--- config.mk ---
export PLATFORM = sky130hd
export DESIGN_NAME = uart_rx_fifo_flat
export DESIGN_NICKNAME = d
export VERILOG_FILES = /design/src/rtl/uart_rx_fifo_if.sv /design/src/rtl/uart_rx_fifo.sv /design/src/flat_wrapper.sv
export SDC_FILE = /design/constraint.sdc
export NUM_CORES = 1
export LEC_CHECK = 0
export ABC_AREA = 1
export CAP_MARGIN = 40
export CORE_ASPECT_RATIO = 0.75
export CORE_MARGIN = 2
export CORE_UTILIZATION = 50
export DETAILED_ROUTE_END_ITERATION = 10
export DONT_BUFFER_PORTS = 1
export HOLD_SLACK_MARGIN = 0.02
export PLACE_DENSITY = 0.72
export SLEW_MARGIN = 30
export SYNTH_ARGS = -nofsm -noshare
export SYNTH_HDL_FRONTEND = slang
export SYNTH_SLANG_ARGS = --single-unit
--- constraint.sdc ---
create_clock -name clk -period 2.67 [get_ports clk]
set_input_delay 0.1335 -clock clk [delete_from_list [all_inputs] [get_ports clk]]
set_output_delay 0.1335 -clock clk [all_outputs]
set_load 0.005 [all_outputs]
--- src/rtl/uart_rx_fifo_if.sv ---
// Byte handshake bundle between the UART receiver, the RX FIFO and the datapath read mux.
// slave = FIFO side, master = the UART/datapath side that drives it.
interface uart_rx_fifo_if #(
  parameter int WIDTH = 8
);
  logic [WIDTH-1:0] in_data;
  logic             in_valid;
  logic             in_ready;
  logic [WIDTH-1:0] out_data;
  logic             out_valid;
  logic             out_ready;

  modport slave (
    input  in_data, in_valid, out_ready,
    output in_ready, out_data, out_valid
  );

  modport master (
    output in_data, in_valid, out_ready,
    input  in_ready, out_data, out_valid
  );
endinterface

--- src/rtl/uart_rx_fifo.sv ---
// Receive-byte FIFO between the UART DataOut handshake and the datapath read mux.
// Optional occupancy port enabled by defining UART_RX_FIFO_COUNT_EN.
module uart_rx_fifo #(
  parameter int WIDTH = 8,
  parameter int DEPTH = 8
) (
  input  logic                     clk,
  input  logic                     rst,
  input  logic                     flush,
`ifdef UART_RX_FIFO_COUNT_EN
  output logic [$clog2(DEPTH):0]   count,
`endif
  uart_rx_fifo_if.slave            bus
);

  localparam int AW = $clog2(DEPTH);
  localparam logic [AW:0] PTR_ZERO = {(AW+1){1'b0}};
  localparam logic [AW:0] PTR_ONE  = {{AW{1'b0}}, 1'b1};

  logic [AW:0]      wr_ptr_r;
  logic [AW:0]      rd_ptr_r;
  logic [AW:0]      wr_ptr_s;
  logic [AW:0]      rd_ptr_s;
  logic             full_r;
  logic             empty_r;
  logic             full_s;
  logic             empty_s;
  logic             push_s;
  logic             pop_s;
  logic [WIDTH-1:0] mem_r [DEPTH];

  function automatic logic ptr_full(input logic [AW:0] wp, input logic [AW:0] rp);
    return (wp[AW-1:0] == rp[AW-1:0]) && (wp[AW] != rp[AW]);
  endfunction

  function automatic logic ptr_empty(input logic [AW:0] wp, input logic [AW:0] rp);
    return wp == rp;
  endfunction

  // Handshakes qualify only on registered flags, so in_ready never sees out_ready.
  assign push_s        = bus.in_valid && !full_r && !flush;
  assign pop_s         = bus.out_ready && !empty_r && !flush;
  assign bus.in_ready  = !full_r;
  assign bus.out_valid = !empty_r;
  assign bus.out_data  = mem_r[rd_ptr_r[AW-1:0]];

  // Next pointer values; flush wins over any push or pop in the same cycle.
  always_comb begin
    wr_ptr_s = wr_ptr_r;
    rd_ptr_s = rd_ptr_r;
    if (flush) begin
      wr_ptr_s = PTR_ZERO;
      rd_ptr_s = PTR_ZERO;
    end else begin
      if (push_s) begin
        wr_ptr_s = wr_ptr_r + PTR_ONE;
      end else begin
        wr_ptr_s = wr_ptr_r;
      end
      if (pop_s) begin
        rd_ptr_s = rd_ptr_r + PTR_ONE;
      end else begin
        rd_ptr_s = rd_ptr_r;
      end
    end
  end

  // Status flags precomputed from next pointers so they can be registered.
  always_comb begin
    full_s  = ptr_full(wr_ptr_s, rd_ptr_s);
    empty_s = ptr_empty(wr_ptr_s, rd_ptr_s);
  end

  // Pointer and flag state.
  always_ff @(posedge clk or negedge rst) begin
    if (!rst) begin
      wr_ptr_r <= PTR_ZERO;
      rd_ptr_r <= PTR_ZERO;
      full_r   <= 1'b0;
      empty_r  <= 1'b1;
    end else begin
      wr_ptr_r <= wr_ptr_s;
      rd_ptr_r <= rd_ptr_s;
      full_r   <= full_s;
      empty_r  <= empty_s;
    end
  end

  // Storage array; contents are meaningless until written, so no reset.
  always_ff @(posedge clk) begin
    if (push_s) begin
      mem_r[wr_ptr_r[AW-1:0]] <= bus.in_data;
    end
  end

`ifdef UART_RX_FIFO_COUNT_EN
  logic [AW:0] count_r;
  logic [AW:0] count_s;

  assign count_s = wr_ptr_s - rd_ptr_s;
  assign count   = count_r;

  // Registered occupancy, aligned with the pointer update.
  always_ff @(posedge clk or negedge rst) begin
    if (!rst) begin
      count_r <= PTR_ZERO;
    end else begin
      count_r <= count_s;
    end
  end
`endif

endmodule

--- src/flat_wrapper.sv ---
// flat-port wrapper written by rule: the top's interface ports become plain ports
module uart_rx_fifo_flat 
#(
  parameter int WIDTH = 8,
  parameter int DEPTH = 8
)
  (clk, rst, flush, bus_in_data, bus_in_valid, bus_out_ready, bus_in_ready, bus_out_data, bus_out_valid);
  uart_rx_fifo_if #(.WIDTH(WIDTH)) bus_i ();
  input  logic clk;
  input  logic rst;
  input  logic flush;
  input wire logic [$bits(bus_i.in_data)-1:0] bus_in_data;
  input wire logic [$bits(bus_i.in_valid)-1:0] bus_in_valid;
  input wire logic [$bits(bus_i.out_ready)-1:0] bus_out_ready;
  output wire logic [$bits(bus_i.in_ready)-1:0] bus_in_ready;
  output wire logic [$bits(bus_i.out_data)-1:0] bus_out_data;
  output wire logic [$bits(bus_i.out_valid)-1:0] bus_out_valid;
  assign bus_i.in_data = bus_in_data;
  assign bus_i.in_valid = bus_in_valid;
  assign bus_i.out_ready = bus_out_ready;
  assign bus_in_ready = bus_i.in_ready;
  assign bus_out_data = bus_i.out_data;
  assign bus_out_valid = bus_i.out_valid;
  uart_rx_fifo #(.WIDTH(WIDTH), .DEPTH(DEPTH)) u_core (.clk(clk), .rst(rst), .flush(flush), .bus(bus_i));
endmodule
==> run_results.csv <==
group,metric,value,unit
grt,grt_pass1_wl,10100,um
timing,drv_slew,0,
timing,max_freq,442,MHz
final_layout,fin_util,57.2,%
timing,setup_viol,0,
final_layout,n_fill_cell,522,
synthesis,yosys.area.top_type,"edfxtp_1",
synthesis,async_flop_share,13.5,%
placement,gp_congestion,0.863,
grt,overflow,0,
placement,place_ws,0.765,ns
clock_network,clockBufferDepth,2,
critical_path,slowest_stage,"dfrtp_1",
critical_path,path_delay_family,"flip-flops",
synthesis,yosysSeqAreaShare,68.0,%
synthesis,synth-edff-count,64,
synthesis,synth_top_area_share,60.1,%
synthesis,synthTopCellsByArea,"edfxtp_1 60%, dfrtp_1 7.0%, nor2_1 6.2%",
timing,relSlewSlack,46.8,%
critical_path,worstPathCellList,"clkinv_2 -> nor2_1 -> o21ai_0 -> a21oi_1 -> a31oi_1",
clock_network,cts-buffers-inserted,9,
clock_network,clock-root-buffer,"clkbuf_8",
timing,rsz0062_at_grt,"false",
die,row_count,25,
placement,dp_hpwl,4040,um
grt,antenna_found_initial,2,
critical_path,worstPathArrival,2.13,ns
power,power,0.00263,W
detailed_routing,first_iter_violations,186,
critical_path,end_kind,"output pin",
grt,grt_usage,20.1,%
critical_path,cpPeakStageDelay,0.64,ns
final_layout,area_growth,11.9,%
synthesis,ys_ff_latch,74,
detailed_routing,firstDrtPassIters,5,
synthesis,synthTopCellsByCount,"64 x edfxtp_1, 53 x nor2_1, 52 x nand2_1",
synthesis,synth_most_common_cell,"edfxtp_1",
clock_network,clk_pin_slew_worst_paths,0.07,ns
timing,skew,0.0123,ns
clock_network,cts_tree,"done",
synthesis,yosys.area_share.adder,0.783,%
detailed_routing,drt-vias-per-instance,5.41,
synthesis,yosys.area_share.simple,18.1,%
timing,setup_tns,0,ns
clock_network,cts_resized,0,
power,peakVddDrop,0.444,mV
placement,port_buffers,0,
synthesis,synth_cell_types,28,
timing,period_minus_slack,2.26,ns
synthesis,synth_top_family_by_area,"simple AND/OR/NAND/NOR gates",
synthesis,synth_area,0.00320,mm^2
final_layout,nets,315,
timing,final.period_utilization,84.8,%
synthesis,ys.flop_type,"edfxtp_1",
timing,layout_setup_ws,0.407,ns
grt,grt_max_degree,34,
clock_network,htree_levels,3,
grt,first_global_vias,1978,
detailed_routing,ant_nets,0,
die,io_pins,23,
synthesis,syn_inst,289,
final_layout,drive_above_1_share,14.4,%
critical_path,r2r_setup_slack,0.73,ns
clock_network,clk_latency,0.34,ns
status,status,"complete, no violations",
critical_path,startpoint_type,"flip-flop",
die,start_util,51.1,%
synthesis,synth.area.mux_share,0,%
critical_path,worstSetupPathType,"reg -> out",
synthesis,syn_nets,304,
detailed_routing,wire_per_inst,16.5,um
synthesis,synth_xor_area_share,0,%
die,die_area,0.00706,mm^2
critical_path,path_buf_inv,1,
detailed_routing,num_vias,2100,
critical_path,cp.required,2.54,ns
synthesis,syn_area_per_cell,11.1,um^2
worst_hold_path,hold_class,"in -> reg",
clock_network,clock_sinks,74,
die,core-area,0.00626,mm^2
die,die_y,73.3,um
flow_run,cap_viol_max_count,0,
synthesis,synth_compound_area_share,8.53,%
detailed_routing,finalWirelength,6390,um
power,power_leakage,1.34,nW
critical_path,critPathMaxFanout,33,
timing,worstMarginPinSlew,0.794,ns
timing,hold_viol_final,0,
detailed_routing,remaining_drc_errors,0,
power,p_per_area,734,mW/mm^2
synthesis,synth_warnings,0,
die,die_w,96.3,um
[registers in the layout, summed over array words and instances (netlist names)]
signal,count
u_core.full_r,1
u_core.empty_r,1
u_core.mem_r,64
u_core.wr_ptr_r,4
u_core.rd_ptr_r,4
[worst register-to-register path, stage by stage, from the launching register on]
cell and delay (ns):
dfrtp_1 0.82, inv_2 0.35, nand2_2 0.18, nand2_2 0.07, nor2_4 0.09, nor2_1 0.04
nor2_1 0.10, nand3_1 0.11, nor2_1 0.11
[cells in the final DEF (no fill, tap or decap), types with 2 or more instances in the layout]
cell type      instances
dfrtp_1                9
clkinv_4               2
nor2_1                53
nor2_2                 3
ha_1                   2
nand2_1               52
a21oi_1                8
inv_1                  9
o21ai_0               28
nand3_2                2
inv_2                  7
a31oi_1                8
nand2_2                6
nor2_4                 2
edfxtp_1              64
o21ai_1                4
clkinv_2               3
bufinv_16              3
nand3_1               11
o21bai_2               2
buf_4                  3
clkbuf_8               9
dlygate4sd3_1          9
diode_2                2
nand4_1                2
[final cells by class]
cell class              instances  area, um^2  share of cell area (%)
well taps                      81         101                    2.83
clock inverters                 7         118                    3.29
multi-input cells             186         877                    24.5
clock buffers                   9         124                    3.46
inverters                      17        65.1                    1.82
flip-flops and latches         74        2170                    60.8
diodes                          2        5.00                   0.140
repair buffers                 12         113                    3.15
[power breakdown]
group | switching (W) | total (W) | internal [W] | leakage, nW
logic | 0.000194 | 0.000280 | 0.0000863 | 0.501
clock network | 0.000403 | 0.00102 | 0.000620 | 0.123
registers | 0.0000365 | 0.00132 | 0.00129 | 0.711
[stage by stage]
stage	hold slack, ns	cells	instance area (um^2)
after floorplan	-0.162	289	3200
after global placement	-0.162	361	3240
after detailed placement	-0.162	361	3240
after CTS	0.0387	386	3570
after global routing	0.0674	388	3580
final	0.0503	388	3580
[metal layers]
layer	up-vias	track usage [%]	share of wire (%)
met5	-	0	0
met2	82	28.2	45
met1	986	28.4	45
met4	0	11.0	1.8
met3	10	6.05	8.7
li1	1022	-	-
[kinds of logic (layout without fill, tap and decap cells)]
family | Yosys count | count (layout)
AO/OA/AOI/OAI | 50 | 50
adder cells (fa/ha/maj) | 2 | 2
buffers and inverters | 29 | 45
flip-flops | 74 | 74
other | 0 | 2
AND/OR/NAND/NOR | 134 | 134
[what timing repair did]
| action | in CTS | in global routing |
|---|---|---|
| hold endpoints to repair | 74 | 0 |
| buffers inserted | 0 | 0 |
| endpoints found under the setup margin | 0 | 0 |
| hold buffers | 9 | 0 |
[path summary, 6_finish.rpt]
| kind | to | from | cells past startpoint |
|---|---|---|---|
| max | bus_out_data[2] | u_core.rd_ptr_r[0] | 5 |
| min | u_core.wr_ptr_r[2] | bus_in_valid | 4 |
| max reg2reg | u_core.full_r | u_core.rd_ptr_r[1] | 8 |
| min reg2reg | u_core.wr_ptr_r[3] | u_core.wr_ptr_r[3] | 3 |
| max in group asynchronous | u_core.empty_r | rst | 1 |
| min in group asynchronous | u_core.rd_ptr_r[0] | rst | 1 |
Power figures use the tool's default switching activity.
